<file path="config.mk">
export PLATFORM = sky130hd
export DESIGN_NAME = presubaddor_inverse_unsigned_10_bit
export DESIGN_NICKNAME = d
export VERILOG_FILES = /design/src/rtl/presubaddor_inverse_unsigned_10_bit_pkg.sv /design/src/rtl/presubaddor_inverse_unsigned_10_bit_div_step.sv /design/src/rtl/presubaddor_inverse_unsigned_10_bit.sv
export SDC_FILE = /design/constraint.sdc
export NUM_CORES = 1
export LEC_CHECK = 0
export CAP_MARGIN = 20
export CORE_ASPECT_RATIO = 1.5
export CORE_MARGIN = 5
export CORE_UTILIZATION = 30
export DETAILED_ROUTE_END_ITERATION = 16
export PLACE_DENSITY = 0.61
export SLEW_MARGIN = 10
export SYNTH_ARGS = -nofsm -noshare
export SYNTH_HDL_FRONTEND = slang
export SYNTH_SLANG_ARGS = --single-unit
</file>
<file path="constraint.sdc">
create_clock -name clk -period 2.7 [get_ports clk]
set_input_delay 0.54 -clock clk [delete_from_list [all_inputs] [get_ports clk]]
set_output_delay 0.54 -clock clk [all_outputs]
set_load 0.02 [all_outputs]
</file>
<file path="src/rtl/presubaddor_inverse_unsigned_10_bit_pkg.sv">
// Shared widths and FSM encoding for the inverse pre-sub/add block.
// Recovers d from p = ((d - a) * b) + c.
package presubaddor_pkg;
   localparam int OP_W   = 10;
   localparam int RES_W  = 20;
   localparam int N_ITER = 20;
   localparam int CNT_W  = 5;

   typedef enum logic [2:0] {
      IDLE,
      SUB,
      DIV,
      ADD,
      DONE
   } state_t;
endpackage

</file>
<file path="src/rtl/presubaddor_inverse_unsigned_10_bit_div_step.sv">
// One restoring-division step: shift in a dividend bit, trial subtract,
// emit the quotient bit and the restored or reduced remainder.
module presubaddor_div_step
   import presubaddor_pkg::*;
(
   input  logic [OP_W-1:0] rem_in,
   input  logic            bit_in,
   input  logic [OP_W-1:0] divisor,
   output logic [OP_W-1:0] rem_out,
   output logic            q_bit
);

   logic [OP_W:0] shifted;
   logic [OP_W:0] trial;

   // rem_in < divisor, so shifted < 2*divisor and a borrow shows in the MSB
   always_comb begin
      shifted = {rem_in, bit_in};
      trial   = shifted - {1'b0, divisor};
      q_bit   = ~trial[OP_W];
      rem_out = q_bit ? trial[OP_W-1:0] : shifted[OP_W-1:0];
   end

endmodule

</file>
<file path="src/rtl/presubaddor_inverse_unsigned_10_bit.sv">
// Multi-cycle inverse of ((d - a) * b) + c: subtract, divide, add back.
// Valid/ready on both sides; one request in flight.
module presubaddor_inverse_unsigned_10_bit
   import presubaddor_pkg::*;
(
   input  logic             clk,
   input  logic             rst_n,
   input  logic             in_valid,
   output logic             in_ready,
   input  logic [RES_W-1:0] p,
   input  logic [OP_W-1:0]  a,
   input  logic [OP_W-1:0]  b,
   input  logic [OP_W-1:0]  c,
   output logic             out_valid,
   input  logic             out_ready,
   output logic [OP_W-1:0]  d,
   output logic [OP_W-1:0]  rem,
   output logic             err
);

   state_t           state;
   logic [RES_W-1:0] p_r;
   logic [OP_W-1:0]  a_r;
   logic [OP_W-1:0]  b_r;
   logic [OP_W-1:0]  c_r;
   logic [RES_W-1:0] quo;
   logic [OP_W-1:0]  part;
   logic [CNT_W-1:0] cnt;

   logic [RES_W-1:0] c_ext;
   logic [OP_W-1:0]  part_next;
   logic             q_bit;
   logic [OP_W:0]    sum;

   assign c_ext = {{(RES_W-OP_W){1'b0}}, c_r};
   assign sum   = {1'b0, quo[OP_W-1:0]} + {1'b0, a_r};

   // quo starts as the dividend and shifts quotient bits in from the LSB
   presubaddor_div_step u_step (
      .rem_in  (part),
      .bit_in  (quo[RES_W-1]),
      .divisor (b_r),
      .rem_out (part_next),
      .q_bit   (q_bit)
   );

   always_ff @(posedge clk or negedge rst_n) begin
      if (!rst_n) begin
         state     <= IDLE;
         in_ready  <= 1'b1;
         out_valid <= 1'b0;
         d         <= '0;
         rem       <= '0;
         err       <= 1'b0;
         p_r       <= '0;
         a_r       <= '0;
         b_r       <= '0;
         c_r       <= '0;
         quo       <= '0;
         part      <= '0;
         cnt       <= '0;
      end else begin
         unique case (state)
            IDLE: begin
               if (in_valid) begin
                  p_r      <= p;
                  a_r      <= a;
                  b_r      <= b;
                  c_r      <= c;
                  in_ready <= 1'b0;
                  state    <= SUB;
               end
            end
            SUB: begin
               if (b_r == '0 || p_r < c_ext) begin
                  d         <= '0;
                  rem       <= '0;
                  err       <= 1'b1;
                  out_valid <= 1'b1;
                  state     <= DONE;
               end else begin
                  quo   <= p_r - c_ext;
                  part  <= '0;
                  cnt   <= '0;
                  state <= DIV;
               end
            end
            DIV: begin
               quo  <= {quo[RES_W-2:0], q_bit};
               part <= part_next;
               cnt  <= cnt + CNT_W'(1);
               if (cnt == CNT_W'(N_ITER - 1))
                  state <= ADD;
            end
            ADD: begin
               d         <= sum[OP_W-1:0];
               rem       <= part;
               err       <= (|quo[RES_W-1:OP_W]) | sum[OP_W];
               out_valid <= 1'b1;
               state     <= DONE;
            end
            DONE: begin
               if (out_ready) begin
                  out_valid <= 1'b0;
                  in_ready  <= 1'b1;
                  state     <= IDLE;
               end
            end
            default: state <= IDLE;
         endcase
      end
   end

endmodule

</file>
Yosys cells after proc, flatten, opt, wreduce, memory -nomap -nowiden
Index checks and enable logic that the tools add are counted.
{"block": "totals", "mem_count": 0, "mem_bits_ro": 0, "inputBits": 54, "out_inout_bits": 23, "ramBits": 0, "latch_bits": 0, "register_bits": 111, "word_cells": 66}
{"block": "op_classes", "n_addsub": 4, "n_reduce_logical": 14, "div_mod_pow": 0, "multipliers": 0, "shift": 0, "n_bitwise": 2, "order_cmp": 1, "n_eq_ne": 10, "n_mux": 22}
{"operator": "10-bit one-hot mux with 2 select lines", "count": 3}
{"operator": "20-bit one-hot mux with 2 select lines", "count": 1}
{"operator": "10-bit two-way mux", "count": 3}
{"operator": "20-bit by 10-bit < comparator with 1-bit output", "count": 1}
{"operator": "20-bit two-way mux", "count": 1}
{"operator": "20-bit by 10-bit subtractor with 20-bit output", "count": 1}
{"operator": "3-bit one-hot mux with 5 select lines", "count": 1}
{"operator": "3-bit two-way mux", "count": 4}
{"operator": "10-bit by 10-bit adder with 11-bit output", "count": 1}
{"operator": "11-bit by 10-bit subtractor with 11-bit output", "count": 1}
{"operator": "10-bit logical NOT", "count": 1}
{"operator": "2-bit != test, second input constant", "count": 5}
{"operator": "5-bit one-hot mux with 2 select lines", "count": 1}
{"operator": "10-bit OR reduction", "count": 1}
{"operator": "3-bit AND reduction", "count": 3}
{"operator": "3-bit by 2-bit == test with 1-bit output, second input constant", "count": 2}
{"operator": "2-bit AND reduction", "count": 3}
{"operator": "2-bit nonzero test", "count": 3}
{"operator": "5-bit by 1-bit adder with 5-bit output, second input constant", "count": 1}
{"operator": "5-bit == test, second input constant", "count": 1}
{"operator": "5-bit two-way mux", "count": 1}
{"operator": "1-bit two-way mux", "count": 4}
{"operator": "1-bit one-hot mux with 2 select lines", "count": 2}
{"operator": "3-bit by 1-bit == test with 1-bit output, second input constant", "count": 1}
{"operator": "other kinds (7)", "count": 7}

Depth between registers and ports, before layout
{"block": "logic_depth", "word_depth": 4, "depth_mapped": 12, "mapped_depth_nobuf": 11}

Modules after synthesis
Synthesis repeated with hierarchy kept, for this count alone.
{"block": "unflattened", "hier_cells": 609, "area_unflattened_um2": 6178.4}
{"module": "presubaddor_inverse_unsigned_10_bit", "n_inst": 1, "cells_per_inst": 531, "area_per_inst_um2": 5544.1}
{"module": "presubaddor_div_step", "n_inst": 1, "cells_per_inst": 78, "area_per_inst_um2": 634.4}

Least setup slack after synthesis
OpenSTA, ideal clock, no wires.
{"block": "synth_path", "path_type": "register -> register", "start": "reg quo[19]", "end": "reg part[9]", "required_ns": 2.564, "path_slack_ns": 0.202, "synth_period_minus_slack_ns": 2.498, "n_path_buf": 1, "arrival_ns": 2.363, "path_stages_with_launch": 13, "cell_sequence": "dfrtp_1 -> inv_1 -> ha_1 -> inv_1 -> fa_1 -> a21o_1 -> nand4_1 -> a31oi_1 -> o41ai_1 -> xnor2_1 -> buf_2 -> mux2i_1 -> o21ai_0"}
{"block": "synth_via", "elab_chain_len": 3}
{"element": "start, declared", "line_no": "presubaddor_inverse_unsigned_10_bit.sv:26", "source": "logic [RES_W-1:0] quo;"}
{"element": "start signal, assigned", "line_no": "presubaddor_inverse_unsigned_10_bit.sv:82", "source": "quo <= p_r - c_ext;"}
{"element": "start signal, assigned", "line_no": "presubaddor_inverse_unsigned_10_bit.sv:89", "source": "quo <= {quo[RES_W-2:0], q_bit};"}
{"element": "11-bit by 10-bit subtractor with 11-bit output", "line_no": "presubaddor_inverse_unsigned_10_bit_div_step.sv:19", "source": "trial = shifted - {1'b0, divisor};"}
{"element": "10-bit two-way mux", "line_no": "presubaddor_inverse_unsigned_10_bit_div_step.sv:21", "source": "rem_out = q_bit ? trial[OP_W-1:0] : shifted[OP_W-1:0];"}
{"element": "10-bit one-hot mux with 2 select lines", "line_no": "presubaddor_inverse_unsigned_10_bit.sv:63", "source": "unique case (state)"}
{"element": "end signal, assigned", "line_no": "presubaddor_inverse_unsigned_10_bit.sv:90", "source": "part <= part_next;"}
{"element": "end, declared", "line_no": "presubaddor_inverse_unsigned_10_bit.sv:27", "source": "logic [OP_W-1:0] part;"}
No other way between the ends.
A chain may end at the register's enable or synchronous reset.

Worst setup path in the final report
{"block": "layout_path", "start": "reg c_r[0]", "end": "reg quo[3]"}
{"block": "layout_via", "elab_chain_len": 4, "word_cells_on_any_way": 7, "cone_classes": "add/sub (1); order compare (1); eq/ne (1); mux (2); reduce/logical (2)"}
{"element": "start, declared", "line_no": "presubaddor_inverse_unsigned_10_bit.sv:25", "source": "logic [OP_W-1:0] c_r;"}
{"element": "start signal, assigned", "line_no": "presubaddor_inverse_unsigned_10_bit.sv:58", "source": "c_r <= '0;"}
{"element": "start signal, assigned", "line_no": "presubaddor_inverse_unsigned_10_bit.sv:69", "source": "c_r <= c;"}
{"element": "20-bit by 10-bit < comparator with 1-bit output", "line_no": "presubaddor_inverse_unsigned_10_bit.sv:75", "source": "if (b_r == '0 || p_r < c_ext) begin"}
{"element": "1-bit logical OR", "line_no": "presubaddor_inverse_unsigned_10_bit.sv:75"}
{"element": "2-bit != test (no source line)"}
{"element": "2-bit AND reduction (no source line)"}
Several ways; a longest one is shown, not always the timed one. The select of a mux whose other input is x is not followed.

==> results.txt <==
Die Area - 23,030 sq um
DRC - 0
I/O pin total - 77
Num CTS Buffers - 9
RR Endpoint - quo[3]
Die height - 183.4 um
Hold Fails Final Rpt - 0
Slew headroom - 54.70%
Total wire length - 15,620 um
Synth unique cells - 63
Ys flop type - dfrtp_1
Ys Warns - 0
DR iter-0 viols - 247
Worst path cell trace - ha_4 -> fa_2 -> nor2b_1 -> o21a_1 -> o211ai_1 -> a41oi_2 -> buf_4 -> o211ai_4 -> buf_6 -> buf_12 -> or3_4 -> nand3_2
Vias in the first global route - 4,743
Hold crit path type - in -> async
Maxcap violations - 0
Largest net degree at the start of global routing - 61
Total GRT Usage - 13.29%
RSZ-0062 raised after global routing - yes
First-pass GRT wire length - 24,360 um
Drt via density - 4.983
CP startpoint kind - register
Ys async rst share - 100.0%
Reg2Reg Depth - 12
Fmax - 384.2 MHz
FF-to-FF setup slack - 100 ps
Post-DRT Antenna Nets - 0
Final core occ - 39.14%
Tcrit/Tclk final - 96.40%
Leakage Power - 3.304 nW
Setup tns final - 0 ps
Starting Density - 30.39%
Cell Area, Synth - 6012 sq um
# fillers - 1,893
Required time worst endpoint - 3000 ps
Number of synthesized flops with an enable pin - 0
Final Max Tran Viols - 0
Syn Inst Count - 591
Area of the core - 19,790 sq um
CP max-delay cell - dfrtp_1
Drt wl/cell - 16.41 um
Worst-path fanout max - 5
Synthesized flop and latch total - 111
GPL Wtd Cong - 0.8438
Result of the run - finished clean
Pre-antenna DRT Iters - 5
CTS tree - yes
Critical path startpoint - c_r[0]
# nets final - 775
Aggregate global routing overflow - 0
Register area share after synthesis - 46.22%
PwrDens - 1389 nW/um^2
CTS H-Tree Depth - 3
Layout cell share with drive strength beyond 1 - 16.47%
Crit path kind - reg -> reg
Reg2reg start - c_r[0]
Worst Tran Pin Value - 670.6 ps
Latest clock arrival within the worst-skew pair - 360 ps
Net count after synthesis - 679
Vias - 4,744
Initial antenna violation count - 0
Hold_buf cts - 0
Setup crit end kind - register
Die width - 125.6 um
Worst vdd ir - 434.8 uV
CP peak stage delay - 410 ps
Buffers on Ports - 76
Crit path DAT - 2900 ps
Crit path time final - 2603 ps
Commonest non-fill, non-tap cell in the layout - dfrtp_1
CTS max path bufs - 2
Skew final - 7.000 ps
CP endpoint - quo[3]
Antenna diodes - 0
Clock sink count - 111
Commonest cells after routing, fill and taps aside - 109 x dfrtp_1, 75 x clkdlybuf4s50_1, 66 x nand2_1
# rows - 63
Detailed Place HPWL - 11,920 um
Mapped Avg Cell Area - 10.17 sq um
Area Overhead vs Synth - 28.80%
Final setup vio count - 0
CTS clock-pin slew for the worst setup and hold paths - 70 ps
Root Driver - clkbuf_16
-- registers in the layout (all words and copies together) (netlist names), 3 cells and up --
name and cells:
d 10, p_r 20, a_r 10, state 3, c_r 10, b_r 10
cnt 5, rem 10, part 10, quo 20
-- final cells by class --
cell class,count,area [sq um],share of cell area [%]
Clock inverter,4,31.28,0.4039
Clock buffer,12,246.5,3.183
Sequential cell,111,2780,35.90
Multi-Input combinational cell,425,3102,40.05
Inverter,29,108.9,1.406
Tap cell,260,325.3,4.201
Timing Repair Buffer,111,1150,14.85
-- worst min-delay path by stage --
stage                     startpoint  endpoint  slack (ps)
after global placement          d[4]      d[4]         490
after detailed placement      rem[7]    rem[7]         490
after floorplan                rst_n    a_r[0]         240
after CTS                      rst_n   p_r[19]         120
after global routing           rst_n    a_r[7]         140
final                          rst_n    a_r[7]         120
-- logic make-up (layout without fill, tap and decap cells) --
family | count (synthesis) | in the layout | share of synthesized area, %
muxes | 42 | 42 | 7.659
and+or+nand+nor | 177 | 177 | 14.15
adders and majority gates | 34 | 34 | 7.451
DFF | 111 | 111 | 46.22
AOI/OAI and AO/OA | 140 | 140 | 15.40
buffers and inverters | 55 | 156 | 4.454
xor gates and xnor gates | 32 | 32 | 4.662
-- power breakdown --
group	leakage, nW	switching [mW]	internal, mW
registers	1.38	0.651	2.44
logic	1.80	3.33	3.06
clock network	0.125	0.621	0.654
total	3.30	4.60	6.16
-- routing by layer --
layer / up-vias / wire length, um / global-route usage (%)
li1: 2311 / - / -
met1: 2334 / 5997 / 14.17
met2: 75 / 8691 / 25.35
met3: 24 / 441 / 2.214
met4: 0 / 492 / 6.033
met5: - / 0 / 0
-- Yosys cell counts, types with 4 or more instances --
cell type / count / area share, %
nor2b_1: 4 / 0.42
clkbuf_1: 13 / 0.81
xor2_1: 11 / 1.6
xnor2_1: 21 / 3.1
dfrtp_1: 110 / 46
nor2_1: 25 / 1.6
mux2i_1: 10 / 1.7
ha_1: 31 / 6.5
or3_1: 5 / 0.52
o21bai_1: 4 / 0.50
buf_2: 4 / 0.33
inv_1: 29 / 1.8
a22o_1: 21 / 3.1
a21o_1: 5 / 0.62
nor4_1: 7 / 0.73
nand3_1: 41 / 3.4
o211ai_1: 12 / 1.5
nand2_1: 67 / 4.2
nor3_1: 9 / 0.75
o21a_1: 8 / 1.0
a21oi_1: 21 / 1.7
o21ai_0: 49 / 4.1
mux2_2: 32 / 6.0
-- through the flow --
stage	setup WS, ps	cell area [sq um]	std cells	total power [mW]	hold slack, ps
after floorplan	201.5	6012	591	7.154	244.4
after global placement	-13.65	7137	922	8.925	491.0
after detailed placement	-66.06	7137	922	8.987	489.5
after CTS	51.67	7422	938	10.30	123.4
after global routing	-26.17	7744	952	11.61	143.2
final	97.18	7744	952	10.76	117.9
-- critical path, delay by kind of cell (launching register included) --
| family | cells | cell delay, ps |
|---|---|---|
| buffers and inverters | 3 | 460 |
| AND/OR/NAND/NOR | 3 | 560 |
| AO/OA/AOI/OAI | 4 | 610 |
| adder cells (fa/ha/maj) | 2 | 500 |
| flip-flops | 1 | 410 |
-- repair_timing --
action | in CTS | in global routing
gates resized for setup | 1 | 37
setup buffers | 0 | 11
pin swaps | 0 | 8
endpoints found under the hold margin | 0 | 0
endpoints found under the setup margin | 10 | 36
cloned | 0 | 3
(Power assumes the default switching activity.)
